--- config.mk ---
export PLATFORM = sky130hd
export DESIGN_NAME = if2_redirect_ctrl
export DESIGN_NICKNAME = d
export VERILOG_FILES = /design/src/rtl/if2_redirect_ctrl.sv
export SDC_FILE = /design/constraint.sdc
export NUM_CORES = 1
export LEC_CHECK = 0
export BUFFER_PORTS_ARGS = -buffer_cell sky130_fd_sc_hd__buf_2
export CAP_MARGIN = 10
export CORE_MARGIN = 3
export CORE_UTILIZATION = 24
export DETAILED_ROUTE_END_ITERATION = 7
export SYNTH_ARGS = -nofsm -noshare
export SYNTH_HDL_FRONTEND = slang
export SYNTH_SLANG_ARGS = --single-unit
export TNS_END_PERCENT = 100
--- constraint.sdc ---
create_clock -name clk -period 1.7 [get_ports clk]
set_input_delay 0.34 -clock clk [delete_from_list [all_inputs] [get_ports clk]]
set_output_delay 0.34 -clock clk [all_outputs]
set_load 0.01 [all_outputs]
--- src/rtl/if2_redirect_ctrl.sv ---
// IF2 pre-decode redirect sequencer: registered redirect request, shadow squash.
// Optional accepted-redirect counter: define IF2_REDIR_STAT_EN to enable.
module if2_redirect_ctrl #(
  parameter int unsigned SHADOW_CYCLES = 1
) (
  input  logic        clk,
  input  logic        rstn,
  input  logic        predec_br,
  input  logic [31:0] predec_pc,
  input  logic [1:0]  predec_mask,
  input  logic        if2_valid,
  input  logic        if2_adv,
  input  logic        backend_flush,
  input  logic        pc_ready,
  output logic        redir_valid,
  output logic [31:0] redir_pc,
  output logic [1:0]  if2_keep,
  output logic        flush_if1,
  output logic        stall_if,
  output logic [31:0] redir_cnt
);

  typedef enum logic [1:0] {
    IDLE,
    REQ,
    SHADOW
  } state_e;

  state_e      state_q, state_d;
  logic [2:0]  cnt_q, cnt_d;
  logic        rv_q, rv_d;
  logic [31:0] pc_q, pc_d;
  logic        acc;

  // Redirect accepted from the pre-decoder this cycle
  always_comb begin
    acc = rstn && (state_q == IDLE) && predec_br &&
          if2_valid && if2_adv && !backend_flush;
  end

  // Next-state, request and shadow-counter logic; backend flush overrides
  always_comb begin
    state_d = state_q;
    cnt_d   = cnt_q;
    rv_d    = rv_q;
    pc_d    = pc_q;
    case (state_q)
      IDLE: begin
        if (acc) begin
          state_d = REQ;
          rv_d    = 1'b1;
          pc_d    = predec_pc;
        end
      end
      REQ: begin
        if (pc_ready) begin
          state_d = SHADOW;
          rv_d    = 1'b0;
          cnt_d   = 3'(SHADOW_CYCLES);
        end
      end
      SHADOW: begin
        if (if2_adv && if2_valid) begin
          cnt_d = cnt_q - 3'd1;
          if (cnt_q <= 3'd1) begin
            state_d = IDLE;
            cnt_d   = 3'd0;
          end
        end
      end
      default: state_d = IDLE;
    endcase
    if (backend_flush) begin
      state_d = IDLE;
      rv_d    = 1'b0;
      cnt_d   = 3'd0;
    end
  end

  // Combinational keep/kill/freeze controls for the fetch stages
  always_comb begin
    if2_keep  = 2'b00;
    flush_if1 = 1'b0;
    stall_if  = 1'b0;
    if (rstn) begin
      case (state_q)
        IDLE: begin
          if (acc)
            if2_keep = predec_mask;
          else if (if2_valid)
            if2_keep = 2'b11;
          flush_if1 = acc;
        end
        REQ: begin
          stall_if  = 1'b1;
          flush_if1 = !backend_flush;
        end
        default: ;
      endcase
      if (backend_flush)
        if2_keep = 2'b00;
    end
  end

  // State and request registers
  always_ff @(posedge clk) begin
    if (!rstn) begin
      state_q <= IDLE;
      cnt_q   <= 3'd0;
      rv_q    <= 1'b0;
      pc_q    <= 32'd0;
    end else begin
      state_q <= state_d;
      cnt_q   <= cnt_d;
      rv_q    <= rv_d;
      pc_q    <= pc_d;
    end
  end

  assign redir_valid = rv_q;
  assign redir_pc    = pc_q;

`ifdef IF2_REDIR_STAT_EN
  logic [31:0] stat_q, stat_d;

  // Accepted-redirect statistic, wraps naturally
  always_comb begin
    stat_d = stat_q;
    if (acc)
      stat_d = stat_q + 32'd1;
  end

  // Statistic register, cleared by reset only
  always_ff @(posedge clk) begin
    if (!rstn)
      stat_q <= 32'd0;
    else
      stat_q <= stat_d;
  end

  assign redir_cnt = stat_q;
`else
  assign redir_cnt = 32'd0;
`endif

endmodule
Yosys cells after proc, flatten, opt, wreduce, memory -nomap -nowiden
Cells that the tools add are included.
{"block": "totals", "register_bits": 38, "inputBits": 41, "out_inout_bits": 69, "wordCells": 49}
{"block": "classes", "add_sub_neg": 1, "magnitude_cmp": 1, "eq_ne": 6, "muxes": 21, "bitwise_logic": 1, "n_reduce_logical": 15}
{"operator": "2-bit 2-to-1 mux", "count": 9}
{"operator": "3-bit 2-to-1 mux", "count": 3}
{"operator": "2-bit inequality test (second input constant)", "count": 4}
{"operator": "1-bit logical AND", "count": 6}
{"operator": "2-bit one-hot mux with 3 select lines", "count": 1}
{"operator": "3-bit one-hot mux with 2 select lines", "count": 1}
{"operator": "3-bit AND reduction", "count": 2}
{"operator": "1-bit 2-to-1 mux", "count": 5}
{"operator": "1-bit one-hot mux with 2 select lines", "count": 2}
{"operator": "4-bit AND reduction", "count": 1}
{"operator": "2-bit nonzero test", "count": 2}
{"operator": "3-bit by 1-bit <= comparator with 1-bit output (second input constant)", "count": 1}
{"operator": "3-bit by 1-bit subtractor with 3-bit output (second input constant)", "count": 1}
{"operator": "2-bit by 1-bit == test with 1-bit output (second input constant)", "count": 1}
{"operator": "2-bit == test (second input constant)", "count": 1}
{"operator": "2-bit zero test", "count": 1}
{"operator": "2-bit AND reduction", "count": 1}
{"operator": "2-bit OR reduction", "count": 1}
{"operator": "1-bit zero test", "count": 1}
{"operator": "1-bit inverter", "count": 1}

Longest topological paths before layout
Gate-level depths: netlist (run 1).
{"block": "logic_depth", "word_depth": 10, "depth_mapped": 6, "depth_no_buf": 5}

Worst setup path after synthesis (run 1)
OpenSTA, ideal clock, no wires.
{"block": "synth_timing", "path_type": "register to output", "from": "register state_q[1]", "to": "output if2_keep[0]", "t_arrival_ns": 1.263, "required_time_ns": 1.360, "slack_ns": 0.097, "stages_incl_launch_ff": 6, "n_path_buf": 2, "cell_sequence": "dfxtp_1 -> nor4b_2 -> buf_4 -> buf_4 -> nand2_1 -> nor2_1"}
{"block": "synth_between", "elab_chain_cells": 10}
{"element": "start: declaration", "line": "29", "rtl": "state_e state_q, state_d;"}
{"element": "start signal: assignment", "line": "113", "rtl": "state_q <= state_d;"}
{"element": "2-bit zero test *", "line": "37, 86"}
{"element": "1-bit logical AND (3 in a row)", "line": "37", "rtl": "acc = rstn && (state_q == IDLE) && predec_br &&"}
{"element": "1-bit logical AND (2 in a row)", "line": "38", "rtl": "if2_valid && if2_adv && !backend_flush;"}
{"element": "2-bit 2-to-1 mux", "line": "88", "rtl": "if (acc)"}
{"element": "2-bit 2-to-1 mux *", "line": "86", "rtl": "case (state_q)"}
{"element": "2-bit 2-to-1 mux *", "line": "100", "rtl": "if (backend_flush)"}
{"element": "2-bit 2-to-1 mux *", "line": "85", "rtl": "if (rstn) begin"}
{"element": "end: declaration", "line": "17", "rtl": "output logic [1:0] if2_keep,"}
Every way passes the cells marked *; elsewhere a longest branch is shown, timed or not.

Worst setup path after layout (run 1)
{"block": "layout_timing", "from": "register state_q[0]", "to": "output if2_keep[1]"}
The elaborated chain is that of the path after synthesis.

==> results.sh, run 1 <==
export IMPL_grt_max_degree=33
export IMPL_cp_slowest_cell="nor4b_4"
export IMPL_setup_viol=0
export IMPL_rr_worst_depth=4
export IMPL_cts_tree="yes"
export IMPL_hold_depth=3
export IMPL_via_count=1695
export IMPL_drive_gt1_share_pct=32.25
export IMPL_rows=31
export IMPL_hpwlAfterDp_microns=3325
export IMPL_core_area_sq_um=7331
export IMPL_worstPathMaxFanout=4
export IMPL_groute_usage_overall_pct=9.853
export IMPL_synth_area_leaders="dfxtp_1 (42%), buf_4 (15%), nand2_1 (8.2%)"
export IMPL_floorplan_initialDensity_pct=24.94
export IMPL_cap_viol_max_count=0
export IMPL_grt_pass1_vias=1512
export IMPL_clock_sinks=38
export IMPL_firstDrtPassIters=4
export IMPL_gp_congestion=0.7571
export IMPL_yosys_area_top_type_share_pct=41.62
export IMPL_io_pins=110
export IMPL_crit_type="reg -> out"
export IMPL_grt_pass1_wl_microns=6927
export IMPL_syn_area_per_cell_sq_um=8.018
export IMPL_fin_crit_ns=1.648
export IMPL_timing_hold_ws_ns=0.2625
export IMPL_hold_violations=0
export IMPL_comb_power_share_pct=11.3
export IMPL_antenna_found_initial=0
export IMPL_p_leak_nw=1.086
export IMPL_finalCritPeriodShare_pct=96.95
export IMPL_rsz0062_at_grt="true"
export IMPL_synthToLayoutAreaGrowth_pct=26.97
export IMPL_diodes=0
export IMPL_dieWidth_microns=93.28
export IMPL_worst_ep_required_time_ns=1.36
export IMPL_synth_warnings=0
export IMPL_yosys_register_bits=38
export IMPL_max_freq_mhz=606.7
export IMPL_clock_skew_ns=0.008625
export IMPL_port_buffers=77
export IMPL_total_power_mw=1.768
export IMPL_overflow=0
export IMPL_cp_data_arrival_time_ns=1.31
export IMPL_startpoint_type="flop"
export IMPL_seq_power_share_pct=51.8
export IMPL_min_from="predec_pc[17]"
export IMPL_hold_class="in -> reg"
export IMPL_clk_pin_slew_ns=0.08
export IMPL_detail_route_wl_per_cell_microns=10.93
export IMPL_end_kind="output port"
export IMPL_cts_buffers=5
export IMPL_drc=0
export IMPL_run_status="finished clean"
export IMPL_netlist_area_sq_um=1828
export IMPL_synth_edf_count=0
export IMPL_yosysUniqueCellTypes=30
export IMPL_nNetsFinal=349
export IMPL_ant_nets=0
export IMPL_clockBufferDepth=2
export IMPL_pwr_density_cell_nw_per_um2=761.5
export IMPL_yosysSeqAreaShare_pct=41.62
export IMPL_slew_violations=0
export IMPL_vias_per_cell=4.175
export IMPL_ys_flop_type="dfxtp_1"
export IMPL_reg2reg_to="redir_pc[2]"
export IMPL_max_stage_delay_ns=0.34
export IMPL_first_iter_violations=88
export IMPL_synth_largest_area_cell="dfxtp_1"
export IMPL_switching_share_pct=25.90
export IMPL_dp_cells=398
export IMPL_whs_endpoint="redir_pc[17]"
export IMPL_intPower_mw=1.310
export IMPL_hold_buffers=0
export IMPL_p_clk_share_pct=36.9
export IMPL_htree_num_levels=2
export IMPL_r2r_slack_ns=0.35
export IMPL_peakVddDrop_v=0.0003723
export IMPL_routed_wl_microns=4437
export IMPL_postCtsSetupBuffers=0
export IMPL_clk_latency_ns=0.29
export IMPL_clock_root_buffer="clkbuf_8"
export IMPL_dieArea_sq_um=8700
export IMPL_r2r_start="state_q[0]"
export IMPL_power_switching_mw=0.4577
export IMPL_stdcell_count=406
export IMPL_synthArstFlopShare_pct=0
export IMPL_synth_cells=228
export IMPL_crit_chain="nor4b_4 -> nand2_1 -> nor2_1 -> buf_2"
export IMPL_die_y_microns=93.28
## how the worst max path moves through the flow
stage | start | slack, ns | end
after floorplan | state_q[1] | 0.1 | if2_keep[0]
after global placement | backend_flush | 0.22 | if2_keep[1]
after detailed placement | backend_flush | 0.21 | redir_pc[2]
after CTS | state_q[0] | 0.009 | if2_keep[0]
after global routing | state_q[0] | -0.06 | if2_keep[0]
final | state_q[0] | 0.05 | if2_keep[1]
## per-layer routing
| metal | vias up | track usage (%) | wire (microns) |
|---|---|---|---|
| li1 | 852 | - | - |
| met1 | 770 | 12.38 | 1971 |
| met2 | 69 | 16.32 | 2065 |
| met3 | 4 | 2.574 | 351 |
| met4 | 0 | 3.297 | 49 |
| met5 | - | 0 | 0 |
## per-stage QoR
step	area [sq um]	TNS [ns]	setup WS (ns)	utilization (%)
after global placement	2225	0	0.2153	30.35
after detailed placement	2225	0	0.2128	30.35
after CTS	2320	0	0.009288	31.64
final	2321	0	0.05187	31.66
after global routing	2321	-0.1134	-0.05837	31.66
after floorplan	1944	0	0.09662	-
## synthesized netlist by cell type (all sizes together) (3+ instances only)
library cell,n
nor2b,3
nand2,40
nor2,6
clkbuf,7
inv,6
mux2i,4
dfxtp,38
nand3,29
nand2b,3
a21oi,3
buf,40
o21ai,29
## kinds of logic after synthesis
family | share of synthesized area, %
AOI/OAI and AO/OA | 12.53
buffers and inverters | 19.03
adders and majority gates | 1.369
other | 0.2051
DFF | 41.62
and+or+nand+nor | 23.07
muxes | 2.190
## power groups by stage
stage / registers [mW] / clock network [mW] / logic (mW)
after CTS: 0.915 / 0.684 / 0.201
after floorplan: 0.944 / 0 / 0.154
after detailed placement: 0.936 / 0 / 0.201
after global placement: 0.936 / 0 / 0.199
after global routing: 0.917 / 0.715 / 0.226
final: 0.915 / 0.652 / 0.201
## placed cells by master, fill, tap and decap left out, types with 3 or more instances in the layout
cell	netlist	routed
nand2_1	40	40
inv_1	6	6
conb_1	1	32
nand3_1	29	29
a21oi_1	3	3
mux2i_1	4	4
nand2b_1	3	3
clkbuf_8	0	6
nor2_1	6	6
buf_2	2	77
nor2b_1	3	3
o21ai_0	23	23
dfxtp_1	38	37
buf_4	37	9
o21ai_1	6	6
## critical path, delay by kind of cell (launching register included)
family / cells / cell delay [ns]
buffers and inverters: 1 / 0.13
flip-flops: 1 / 0.33
AND/OR/NAND/NOR: 3 / 0.57
## what timing repair did
action,CTS,global route
endpoints found under the setup margin,2,2
pin swaps,1,0
gates resized for setup,0,1
## sequential cells by signal, indices dropped and copies added (netlist names)
register     cells
redir_pc        32
cnt_q            3
state_q          2
redir_valid      1
## area by class of cell
class / instances / area (sq um)
multi-input cells: 168 / 844.6
inverters: 6 / 22.52
clock buffers: 6 / 82.58
well taps: 99 / 123.9
flip-flops and latches: 38 / 762.0
fillers: 819 / 5010
repair buffers: 87 / 473.0
clock inverters: 2 / 12.51
Note: power is estimated with default switching activity, not from simulation.
==> inputs of run 2 (changes only) <==
--- a/config.mk
+++ b/config.mk
@@ -7,9 +7,9 @@
 export LEC_CHECK = 0
 export BUFFER_PORTS_ARGS = -buffer_cell sky130_fd_sc_hd__buf_2
 export CAP_MARGIN = 10
-export CORE_MARGIN = 3
 export CORE_UTILIZATION = 24
 export DETAILED_ROUTE_END_ITERATION = 7
+export PLACE_DENSITY = 0.55
 export SYNTH_ARGS = -nofsm -noshare
 export SYNTH_HDL_FRONTEND = slang
 export SYNTH_SLANG_ARGS = --single-unit
==> run 2 against run 1 <==
Cell area increased by 2.4%. Register-to-register slack got worse by 0.12 ns. Clock-buffer cell count unchanged. Die area decreased by 8.4%. Setup slack improved by 0.0041 ns. Critical path type unchanged.
==> results.sh, run 2 (synthesis gave the netlist of run 1 again) <==
export IMPL_rsz0062_at_grt="true"
export IMPL_core_area_sq_um=7292
export IMPL_setup_viol=0
export IMPL_pwr_density_cell_nw_per_um2=865.9
export IMPL_firstDrtPassIters=4
export IMPL_largest_reg_flops=32
export IMPL_grt_max_degree=33
export IMPL_cp_data_arrival_time_ns=1.30
export IMPL_port_buffers=77
export IMPL_final_common_cell="buf_2"
export IMPL_synthToLayoutAreaGrowth_pct=29.98
export IMPL_clockBufferDepth=2
export IMPL_clk_latency_ns=0.29
export IMPL_hpwlAfterDp_microns=3148
export IMPL_clock_root_buffer="clkbuf_8"
export IMPL_drive_gt1_share_pct=32.47
export IMPL_antenna_found_initial=0
export IMPL_dieWidth_microns=89.28
export IMPL_first_iter_violations=67
export IMPL_cap_viol_max_count=0
export IMPL_cts_buffers=5
export IMPL_ant_nets=0
export IMPL_hold_violations=0
export IMPL_final_cell_mix="buf_2 (77), nand2_1 (40), dfxtp_1 (37), conb_1 (32), nand3_1 (29)"
export IMPL_p_leak_nw=1.117
export IMPL_dieArea_sq_um=7970
export IMPL_end_kind="output port"
export IMPL_run_status="finished clean"
export IMPL_detail_route_wl_per_cell_microns=10.40
export IMPL_crit_chain="nor4b_4 -> nand2_1 -> nor2_1 -> buf_2"
export IMPL_grt_pass1_wl_microns=6320
export IMPL_via_count=1661
export IMPL_crit_type="reg -> out"
export IMPL_grt_pass1_vias=1301
export IMPL_nNetsFinal=350
export IMPL_hold_buffers=0
export IMPL_placedInstanceArea_sq_um=2225
export IMPL_pre_cts_ws_ns=0.1910
export IMPL_clock_skew_ns=0.005111
export IMPL_dp_cells=398
export IMPL_stdcell_count=407
export IMPL_vias_per_cell=4.081
export IMPL_max_stage_delay_ns=0.33
export IMPL_startpoint_type="flop"
export IMPL_hold_class="in -> reg"
export IMPL_setup_slack_ns=0.05592
export IMPL_floorplan_initialDensity_pct=25.07
export IMPL_finalCritPeriodShare_pct=96.71
export IMPL_overflow=0
export IMPL_peakVddDrop_v=0.0003500
export IMPL_worstPathMaxFanout=2
export IMPL_crit_buf_inv=1
export IMPL_htree_num_levels=2
export IMPL_slew_violations=0
export IMPL_rows=31
export IMPL_total_power_mw=2.057
export IMPL_fin_crit_ns=1.644
export IMPL_clk_pin_slew_ns=0.08
export IMPL_cts_tree="yes"
export IMPL_groute_usage_overall_pct=10.52
export IMPL_max_freq_mhz=608.2
export IMPL_io_pins=110
export IMPL_routed_wl_microns=4231
export IMPL_die_y_microns=89.28
export IMPL_drc=0
export IMPL_final_cell_area_sq_um=2376
export IMPL_diodes=0
export IMPL_cpLargestDelayFamily="simple AND/OR/NAND/NOR gates"
export IMPL_cp_slowest_cell="dfxtp_2"
export IMPL_worst_ep_required_time_ns=1.36
export IMPL_clock_sinks=38
export IMPL_gp_congestion=0.8060
-- run 2: worst paths after layout --
path           startpoint           end  slack (ns)  cells past startpoint
min          predec_pc[8]   redir_pc[8]        0.27                      3
max reg2reg    state_q[0]   redir_pc[0]        0.23                      5
max            state_q[0]   if2_keep[0]        0.06                      4
min reg2reg  redir_pc[27]  redir_pc[27]        0.45                      2
-- run 2: cell type report --
class	count	area, sq um
clock buffers	6	82.58
clock inverters	2	60.06
fillers	816	4916
inverters	6	22.52
multi-input cells	168	844.6
flip-flops and latches	38	762.0
well taps	99	123.9
repair buffers	88	480.5
-- run 2: through the flow --
stage | hold slack (ns) | utilization (%) | setup TNS, ns
final | 0.2654 | 32.58 | 0
after floorplan | 0.4704 | - | 0
after CTS | 0.2528 | 32.57 | 0
after detailed placement | 0.4385 | 30.51 | 0
after global routing | 0.2564 | 32.58 | -0.04069
after global placement | 0.4382 | 30.51 | 0
-- run 2: layer usage --
| layer | track usage [%] | part of all wire (%) |
|---|---|---|
| met5 | 0 | 0 |
| met4 | 3.030 | 1.1 |
| met3 | 3.786 | 7.3 |
| met2 | 15.82 | 44 |
| met1 | 14.15 | 47 |
-- run 2: report_power, final --
group	internal, mW	total (mW)	switching [mW]	leakage, nW
clock network	0.626	0.940	0.314	0.0714
registers	0.907	0.915	0.00852	0.308
logic	0.0784	0.202	0.124	0.738
-- run 2: what timing repair did --
item,in CTS,in global routing
pin swaps,1,4
endpoints found under the hold margin,0,0
resized for setup,0,1
setup endpoints to repair,2,2
buffers inserted,1,0
-- run 2: worst reg2reg max path, cell delays in order (launching register included) --
cell	delay [ns]
dfxtp_2	0.33
nor4b_4	0.33
buf_4	0.19
and2_1	0.16
buf_12	0.18
mux2i_1	0.21
